File: config.mk
export PLATFORM = sky130hd
export DESIGN_NAME = j_uart_ctl_flat
export DESIGN_NICKNAME = d
export VERILOG_FILES = /design/src/rtl/j_uart_ctl_if.sv /design/src/rtl/j_uart_ctl.sv /design/src/flat_wrapper.sv
export SDC_FILE = /design/constraint.sdc
export NUM_CORES = 1
export LEC_CHECK = 0
export ABC_AREA = 1
export BUFFER_PORTS_ARGS = -buffer_cell sky130_fd_sc_hd__buf_2
export CORE_MARGIN = 5
export CORE_UTILIZATION = 35
export CTS_CLUSTER_SIZE = 20
export DETAILED_ROUTE_END_ITERATION = 16
export PLACE_DENSITY = 0.55
export SLEW_MARGIN = 15
export SYNTH_ARGS = -nofsm -noshare
export SYNTH_HDL_FRONTEND = slang
export SYNTH_SLANG_ARGS = --single-unit
File: constraint.sdc
create_clock -name clk -period 2.2 [get_ports clk]
set_clock_uncertainty 0.15 [all_clocks]
set_input_delay 0.22 -clock clk [delete_from_list [all_inputs] [get_ports clk]]
set_output_delay 0.22 -clock clk [all_outputs]
set_load 0.02 [all_outputs]
File: src/rtl/j_uart_ctl_if.sv
// Register-bus handshake between the GPU/DSP host and the UART2 controller.
interface j_uart_ctl_if;
  logic [1:0]  addr;
  logic        wr;
  logic        rd;
  logic [15:0] din;
  logic [15:0] dout;
  logic        dout_vld;

  modport master (output addr, wr, rd, din, input dout, dout_vld);
  modport slave  (input addr, wr, rd, din, output dout, dout_vld);
endinterface

File: src/rtl/j_uart_ctl.sv
// UART2 host-side controller: baud divisor, CTRL/STAT registers, strobes and irq.
// Optional loopback (CTRL[9], STAT[12]) built only when J_UART_LOOPBACK_EN is defined.
module j_uart_ctl #(
  parameter int               DIV_W   = 16,
  parameter logic [DIV_W-1:0] RST_DIV = '0
) (
  input  logic       clk,
  input  logic       resetl,
  j_uart_ctl_if.slave bus,
  input  logic [7:0] rx_dr,
  input  logic       rbf,
  input  logic       pe,
  input  logic       oe,
  input  logic       fe,
  input  logic       tbe,
  output logic       bx16,
  output logic       paren,
  output logic       even,
  output logic       rxpol,
  output logic       txpol,
  output logic       txbrk,
  output logic       clr_err,
  output logic       u2drd,
  output logic       tx_ld,
  output logic [7:0] tx_data,
  input  logic       serin_pad,
  output logic       serin_rx,
  input  logic       serout_tx,
  output logic       serout_pad,
  output logic       irq
);

  localparam logic [1:0] A_DATA = 2'd0;
  localparam logic [1:0] A_CTRL = 2'd1;
  localparam logic [1:0] A_DIV  = 2'd2;

  logic [5:0]       ctrl_lo;
  logic             brk_q;
  logic             loop;
  logic [DIV_W-1:0] div_q;
  logic [DIV_W-1:0] cnt_q;
  logic             rbf_q, err_q, tbe_q;
  logic             err;
  logic             wr_data, wr_ctrl, wr_div;
  logic             irq_set, irq_ack;
  logic [15:0]      stat;
  logic [15:0]      rd_mux;

  assign err     = pe | oe | fe;
  assign wr_data = bus.wr && (bus.addr == A_DATA);
  assign wr_ctrl = bus.wr && (bus.addr == A_CTRL);
  assign wr_div  = bus.wr && (bus.addr == A_DIV);

  // ---------------- control register ----------------
  always_ff @(posedge clk or negedge resetl) begin
    if (!resetl) begin
      ctrl_lo <= '0;
      brk_q   <= 1'b0;
    end else if (wr_ctrl) begin
      ctrl_lo <= bus.din[5:0];
      brk_q   <= bus.din[8];
    end
  end

`ifdef J_UART_LOOPBACK_EN
  logic loop_q;
  always_ff @(posedge clk or negedge resetl) begin
    if (!resetl)      loop_q <= 1'b0;
    else if (wr_ctrl) loop_q <= bus.din[9];
  end
  assign loop = loop_q;
  logic unused_din;
  assign unused_din = ^bus.din[15:10];
`else
  assign loop = 1'b0;
  logic unused_din;
  assign unused_din = ^bus.din[15:9];
`endif

  assign even  = ~ctrl_lo[0];
  assign paren = ctrl_lo[1];
  assign txpol = ctrl_lo[2];
  assign rxpol = ctrl_lo[3];
  assign txbrk = brk_q;

  // Loopback feeds the transmitter back in and parks the pad at its idle level.
  assign serin_rx   = loop ? serout_tx : serin_pad;
  assign serout_pad = loop ? ~ctrl_lo[2] : serout_tx;

  // ---------------- baud divisor ----------------
  always_ff @(posedge clk or negedge resetl) begin
    if (!resetl) begin
      div_q <= RST_DIV;
      cnt_q <= '0;
      bx16  <= 1'b0;
    end else if (wr_div) begin
      div_q <= bus.din[DIV_W-1:0];
      cnt_q <= bus.din[DIV_W-1:0];
      bx16  <= 1'b0;
    end else if (div_q == '0) begin
      cnt_q <= '0;
      bx16  <= 1'b0;
    end else if (cnt_q == '0) begin
      cnt_q <= div_q;
      bx16  <= 1'b1;
    end else begin
      cnt_q <= cnt_q - 1'b1;
      bx16  <= 1'b0;
    end
  end

  // ---------------- read path ----------------
  always_comb begin
    stat       = '0;
    stat[15]   = err;
    stat[14]   = brk_q;
    stat[13]   = serin_pad;
    stat[12]   = loop;
    stat[11]   = oe;
    stat[10]   = fe;
    stat[9]    = pe;
    stat[8]    = tbe;
    stat[7]    = rbf;
    stat[5:0]  = ctrl_lo;
  end

  always_comb begin
    rd_mux = '0;
    case (bus.addr)
      A_DATA:  rd_mux = {8'h00, rx_dr};
      A_CTRL:  rd_mux = stat;
      A_DIV:   rd_mux[DIV_W-1:0] = div_q;
      default: rd_mux = '0;
    endcase
  end

  // rd_mux samples pre-write state, so a same-cycle write never leaks into the read.
  always_ff @(posedge clk or negedge resetl) begin
    if (!resetl) begin
      bus.dout     <= '0;
      bus.dout_vld <= 1'b0;
      u2drd        <= 1'b0;
    end else begin
      bus.dout_vld <= bus.rd;
      u2drd        <= bus.rd && (bus.addr == A_DATA);
      if (bus.rd) bus.dout <= rd_mux;
    end
  end

  // ---------------- strobes to datapath ----------------
  always_ff @(posedge clk or negedge resetl) begin
    if (!resetl) begin
      tx_data <= '0;
      tx_ld   <= 1'b0;
      clr_err <= 1'b0;
    end else begin
      tx_ld   <= wr_data;
      clr_err <= wr_ctrl && bus.din[6];
      if (wr_data) tx_data <= bus.din[7:0];
    end
  end

  // ---------------- interrupt ----------------
  assign irq_set = (ctrl_lo[5] && rbf && !rbf_q)
                 | (ctrl_lo[5] && err && !err_q)
                 | (ctrl_lo[4] && tbe && !tbe_q);
  assign irq_ack = wr_ctrl && bus.din[7];

  always_ff @(posedge clk or negedge resetl) begin
    if (!resetl) begin
      rbf_q <= 1'b0;
      err_q <= 1'b0;
      tbe_q <= 1'b0;
      irq   <= 1'b0;
    end else begin
      rbf_q <= rbf;
      err_q <= err;
      tbe_q <= tbe;
      irq   <= irq_set | (irq & ~irq_ack);
    end
  end

endmodule

File: src/flat_wrapper.sv
// flat-port wrapper written by rule: the top's interface ports become plain ports
module j_uart_ctl_flat 
#(
  parameter int               DIV_W   = 16,
  parameter logic [DIV_W-1:0] RST_DIV = '0
)
  (clk, resetl, rx_dr, rbf, pe, oe, fe, tbe, bx16, paren, even, rxpol, txpol, txbrk, clr_err, u2drd, tx_ld, tx_data, serin_pad, serin_rx, serout_tx, serout_pad, irq, bus_addr, bus_wr, bus_rd, bus_din, bus_dout, bus_dout_vld);
  j_uart_ctl_if bus_i ();
  input  logic clk;
  input  logic resetl;
  input  logic [7:0] rx_dr;
  input  logic rbf;
  input  logic pe;
  input  logic oe;
  input  logic fe;
  input  logic tbe;
  output logic bx16;
  output logic paren;
  output logic even;
  output logic rxpol;
  output logic txpol;
  output logic txbrk;
  output logic clr_err;
  output logic u2drd;
  output logic tx_ld;
  output logic [7:0] tx_data;
  input  logic serin_pad;
  output logic serin_rx;
  input  logic serout_tx;
  output logic serout_pad;
  output logic irq;
  input wire logic [$bits(bus_i.addr)-1:0] bus_addr;
  input wire logic [$bits(bus_i.wr)-1:0] bus_wr;
  input wire logic [$bits(bus_i.rd)-1:0] bus_rd;
  input wire logic [$bits(bus_i.din)-1:0] bus_din;
  output wire logic [$bits(bus_i.dout)-1:0] bus_dout;
  output wire logic [$bits(bus_i.dout_vld)-1:0] bus_dout_vld;
  assign bus_i.addr = bus_addr;
  assign bus_i.wr = bus_wr;
  assign bus_i.rd = bus_rd;
  assign bus_i.din = bus_din;
  assign bus_dout = bus_i.dout;
  assign bus_dout_vld = bus_i.dout_vld;
  j_uart_ctl #(.DIV_W(DIV_W), .RST_DIV(RST_DIV)) u_core (.clk(clk), .resetl(resetl), .bus(bus_i), .rx_dr(rx_dr), .rbf(rbf), .pe(pe), .oe(oe), .fe(fe), .tbe(tbe), .bx16(bx16), .paren(paren), .even(even), .rxpol(rxpol), .txpol(txpol), .txbrk(txbrk), .clr_err(clr_err), .u2drd(u2drd), .tx_ld(tx_ld), .tx_data(tx_data), .serin_pad(serin_pad), .serin_rx(serin_rx), .serout_tx(serout_tx), .serout_pad(serout_pad), .irq(irq));
endmodule
# Yosys cells after proc, flatten, opt, wreduce, memory -nomap -nowiden
# Index checks and enable logic that the tools add are counted.
# op_classes
n_reduce_logical	18
n_bitwise	8
eq_ne	2
add_sub_neg	1
muxes	7
# ops
op	n
2-to-1 mux 16 bit	3
case mux 16 bit (3 select lines)	1
logical NOT 16 bit	2
subtractor 16 x 1 -> 16 bit (second input constant)	1
logical AND 1 bit	12
OR 1 bit	5
logical NOT 1 bit	3
2-to-1 mux 1 bit	3
== test 2 x 1 -> 1 bit (second input constant)	1
== test 2 bit (second input constant)	1
logical NOT 2 bit	1
NOT 1 bit	2
AND 1 bit	1
# word_totals
input_bits	37
elab_cells	51
output_inout_bits	37
regBits	72

# Logic depth before layout (Yosys ltp)
# logic_depth
ltp_word	7
mapped_depth	10
mapped_depth_nobuf	9

# Worst setup path before layout
# Ideal clock, no wire load.
# synth_timing
kind	register to register
start	register u_core.cnt_q[0]
end	register u_core.cnt_q[13]
stages_incl_launch_ff	11
n_path_buf	1
synth_period_minus_slack_ns	1.545
t_required_ns	1.933
path_slack_ns	0.655
arrival_time_ns	1.278
setup_ns	0.117
path_cell_list	dfrtp_1 inv_1 ha_1 nand2_1 nor2_1 nand3_4 buf_6 nor2_2 nor2_1 nand2_1 nand2_1
# synth_via
elab_chain_cells	4
elab_cells_between_ends	5
cone_classes	add/sub (1); mux (3); reduce/logical (1)
# synth_rtl
item	line_no	text
start, declared	j_uart_ctl.sv:41	logic [DIV_W-1:0] cnt_q;
start signal, assigned	j_uart_ctl.sv:98	cnt_q <= bus.din[DIV_W-1:0];
start signal, assigned	j_uart_ctl.sv:104	cnt_q <= div_q;
start signal, assigned	j_uart_ctl.sv:107	cnt_q <= cnt_q - 1'b1;
subtractor 16 x 1 -> 16 bit or logical NOT 16 bit (tied branches)	j_uart_ctl.sv:107, j_uart_ctl.sv:103	
2-to-1 mux 16 bit (*)	j_uart_ctl.sv:103	end else if (cnt_q == '0) begin
2-to-1 mux 16 bit (*)	j_uart_ctl.sv:100	end else if (div_q == '0) begin
2-to-1 mux 16 bit (*)	j_uart_ctl.sv:96	end else if (wr_div) begin
# Mark *: on every way between the ends. The rest lies on a longest branch, timed or not.
# A chain may end at the register's enable or synchronous reset.

# Worst setup path after layout
# layout_timing
start	register u_core.cnt_q[0]
end	register u_core.cnt_q[9]
# Same word-level chain as after synthesis.

==> impl_summary.log <==
INFO  metric outcome = finished, final reports clean
INFO  metric power.share.sequential = 45.4%
INFO  metric crit_type = reg2reg
INFO  metric worst_slew_margin_rel = between 60% and 70%
INFO  metric r2r-start = u_core.cnt_q[0]
INFO  metric synth-edff-count = 0
INFO  metric crit_share_post_route = 83.1%
INFO  metric reg2reg_setup_slack = ~0.37 ns
INFO  metric final_cells = 688
INFO  metric finalNetCount = slightly below 600
INFO  metric dpl.cell_count = between 600 and 700
INFO  metric clock_tree_from_tritoncts = done
INFO  metric endpoint = u_core.cnt_q[9]
INFO  metric layout.filler_cells = 1002
INFO  metric starting_density = 36.1%
INFO  metric cts.root.buffer_cell = clkbuf_8
INFO  metric globalplace.congestion = 0.869
INFO  metric pwr_density_cell = 887 mW/mm²
INFO  metric hold_violations = 0
INFO  metric power.static_leakage = 2.26 nW
INFO  metric synthXorXnorAreaFrac = 0.246%
INFO  metric synthesis.nets = 495
INFO  metric grt_setup_unrepaired = false
INFO  metric worstSkewPairLatency = 0.35 ns
INFO  metric synth_compound_gate_area_share = 10.8%
INFO  metric worst-r2r-cell-count = 9
INFO  metric final_period_minus_worst_setup_slack = 1.83 ns
INFO  metric hpwl = 7670 µm
INFO  metric startpoint_type = register
INFO  metric setup-violations-final = 0
INFO  metric die-width = 111 µm
INFO  metric ir_drop = approximately 0.33 mV
INFO  metric cp_data_arrival_time = 1.92 ns
INFO  metric p_clk_share = around a quarter
INFO  metric grtUsageTotal = 17.1%
INFO  metric synthTopCellsByArea = dfrtp_1 51%, nand2_1 15%, nor2_1 5.3%
INFO  metric area_of_the_mapped_netlist = 0.00356 mm²
INFO  metric hold_path_class = in2reg
INFO  metric ys_seq_elements = 72
INFO  metric floorplan.io_pins = 74
INFO  metric power.switching = 0.00153 W
INFO  metric numCtsBuffers = 9
INFO  metric ys.flop_type = dfrtp_1
INFO  metric avgRoutedWirePerCell = approximately 15 µm
INFO  metric design.core.area = 0.00986 mm²
INFO  metric synth_async_sr_flop_share = between 90% and 100%
INFO  metric synth_simple_gate_area_share = ~30%
INFO  metric antenna_left = 0
INFO  metric muxShareOfSynthArea = 0%
INFO  metric synth_largest_type_area_fraction = a little over 50%
INFO  metric switching_share = about 39%
INFO  metric synth_most_common_cell = nand2_1
INFO  metric syn-mean-instance-area = around 7.8 µm²
INFO  metric power.share.combinational = between 30% and 40%
INFO  metric wl = ~10000 µm
INFO  metric port_buffers = 71
INFO  metric combinational_family_with_the_most_area_after_synthesis = simple AND/OR/NAND/NOR gates
INFO  metric area_growth_syn_to_layout = 24.8%
INFO  metric synthDistinctLibCells = 31
INFO  metric grt_start_max_net_pins = 38
INFO  metric clock.fmax = 547 MHz
INFO  metric cellInternalPower = 0.00241 W
INFO  metric floorplan.die.height = 111 µm
INFO  metric clk_path_buf_depth = 2
INFO  metric worstSetupEndpointType = register
INFO  metric drt_iter0_drc = between 150 and 200
INFO  metric htree_num_levels = 3
INFO  metric maxSlewViolCount = 0
INFO  metric global_route_wire_length_before_repair = 17000 µm
INFO  metric yosysTopAreaCell = dfrtp_1
INFO  metric setup.worst_path.start = u_core.cnt_q[0]
INFO  metric setup_tns = 0 ns
INFO  metric worstMarginPinSlew = 0.557 ns
INFO  metric synth.top_cells.by_count = 144 x nand2_1, 72 x dfrtp_1, 50 x nor2_1, 45 x inv_1, 31 x nand3_1
INFO  metric number_of_warnings_reported_in_the_yosys_synthesis_log = 0
INFO  metric layout-drive-gt1-share = 22.3%
INFO  metric critPathRequiredTime = 2.30 ns
INFO  metric via_per_inst = between 4 and 5
INFO  metric synthesis.instances = 456
INFO  metric cap_viol_max_count = 0
INFO  metric drc_errors = 0
INFO  metric ys_seq_area_share = about half
INFO  metric placementRows = 36
INFO  metric cts_setup_buffers = 0
INFO  metric dr.pass1.iters = 4
INFO  metric design.die.area = 0.0123 mm²
INFO  metric via_count_of_the_first_global_routing_pass = roughly 3.2k
INFO  metric grt-ovfl-total = 0
INFO  metric tritoncts_num_sinks = 72
INFO  metric synth_adder_area_share = 0.703%
INFO  metric antennaDiodeCount = 0
INFO  metric antenna_found_initial = 0
INFO  metric crit_fanout = 14
INFO  metric clk_pin_slew_worst_paths = 0.09 ns
INFO  metric r2r_end = u_core.cnt_q[9]
INFO  metric detailroute.via_count = 3217
-- worst min path at each step --
stage | start | end | slack (ns) | cells after the start
after global placement | resetl | u_core.cnt_q[11] | 0.08 | 1
after global routing | bus_din[5] | u_core.div_q[5] | 0.01 | 3
after CTS | bus_wr | u_core.tx_ld | 0.005 | 3
after detailed placement | resetl | u_core.cnt_q[12] | 0.09 | 1
final | bus_din[5] | u_core.cnt_q[5] | 0.01 | 3
after floorplan | resetl | u_core.bus.dout[0] | -0.23 | 0
-- worst max-delay path: stages, from the launching register on --
cell and delay [ns]:
dfrtp_1 0.38, inv_1 0.10, ha_1 0.21, nand2_1 0.07, nor2_1 0.19, nand3_4 0.22
nor2_1 0.21, nor2_1 0.07, nand2_1 0.07, nand2_1 0.04
-- sequential cells by signal, indices dropped and copies added, names as in the netlist --
signal and cells:
u_core.ctrl_lo 6, u_core.txbrk 1, u_core.clr_err 1, u_core.tx_ld 1, u_core.tbe_q 1, u_core.tx_data 8, u_core.rbf_q 1, u_core.err_q 1
u_core.u2drd 1, u_core.bus.dout_vld 1, u_core.cnt_q 16, u_core.irq 1, u_core.bx16 1, u_core.div_q 16, u_core.bus.dout 16
-- timing repair --
item	CTS	global route
hold buffers	23	0
endpoints found under the setup margin	0	0
resized for setup	0	0
hold endpoints to repair	68	0
-- kinds of logic (layout without fill, tap and decap cells) --
kind of cell	after synthesis	after routing
and+or+nand+nor	250	250
buffers and inverters	65	164
DFF	72	72
AOI/OAI and AO/OA	66	66
xor gates and xnor gates	1	1
adders and majority gates	2	2
-- metal layers --
metal  vias to the layer above  wire (µm)  global-route usage (%)  share of wire [%]
met5                         -          0                       0                  0
met4                         0         64                    3.53               0.63
met3                         8        432                    3.82                4.3
met2                        73       4670                    26.6                 46
met1                      1510       4930                    24.4                 49
li1                       1626          -                       -                  -
-- final cells by class --
cell class	instances	area (µm²)	area share (%)
sequential	72	1800	40.6
tap	133	166	3.75
inverter	52	195	4.40
clock buffer	9	124	2.79
clock inverter	7	52.6	1.18
multi-input combinational	319	1490	33.4
timing repair buffer	96	616	13.9
-- cells in the final DEF (no fill, tap or decap), types with 9 or more instances in the layout --
master	count
nand3_1	31
buf_2	70
dfrtp_1	72
o21ai_1	9
nand2_1	144
nor2_1	50
nor2_2	12
dlygate4sd3_1	23
inv_1	45
clkbuf_8	9
o21ai_0	28
-- through the flow --
step,util [%],total power [W],cell area [µm²],hold slack (ns),setup WS [ns]
finish,45.0,0.00394,4440,0.0133,0.372
global route,45.0,0.00422,4440,0.0122,0.239
CTS,45.0,0.00398,4440,0.00537,0.378
detailed placement,40.9,0.00297,4030,0.0907,0.389
global placement,40.9,0.00295,4030,0.0830,0.373
floorplan,-,0.00257,3560,-0.226,0.655
-- power by group through the flow --
stage	Combinational, W	Sequential (W)	Clock [W]
2_1_floorplan	0.000720	0.00185	0
3_3_place_gp	0.00114	0.00180	0
3_5_place_dp	0.00116	0.00181	0
4_1_cts	0.00119	0.00179	0.00100
5_1_grt	0.00134	0.00183	0.00105
6_report	0.00118	0.00179	0.000970
No activity file was read; power rests on OpenSTA's default activity.
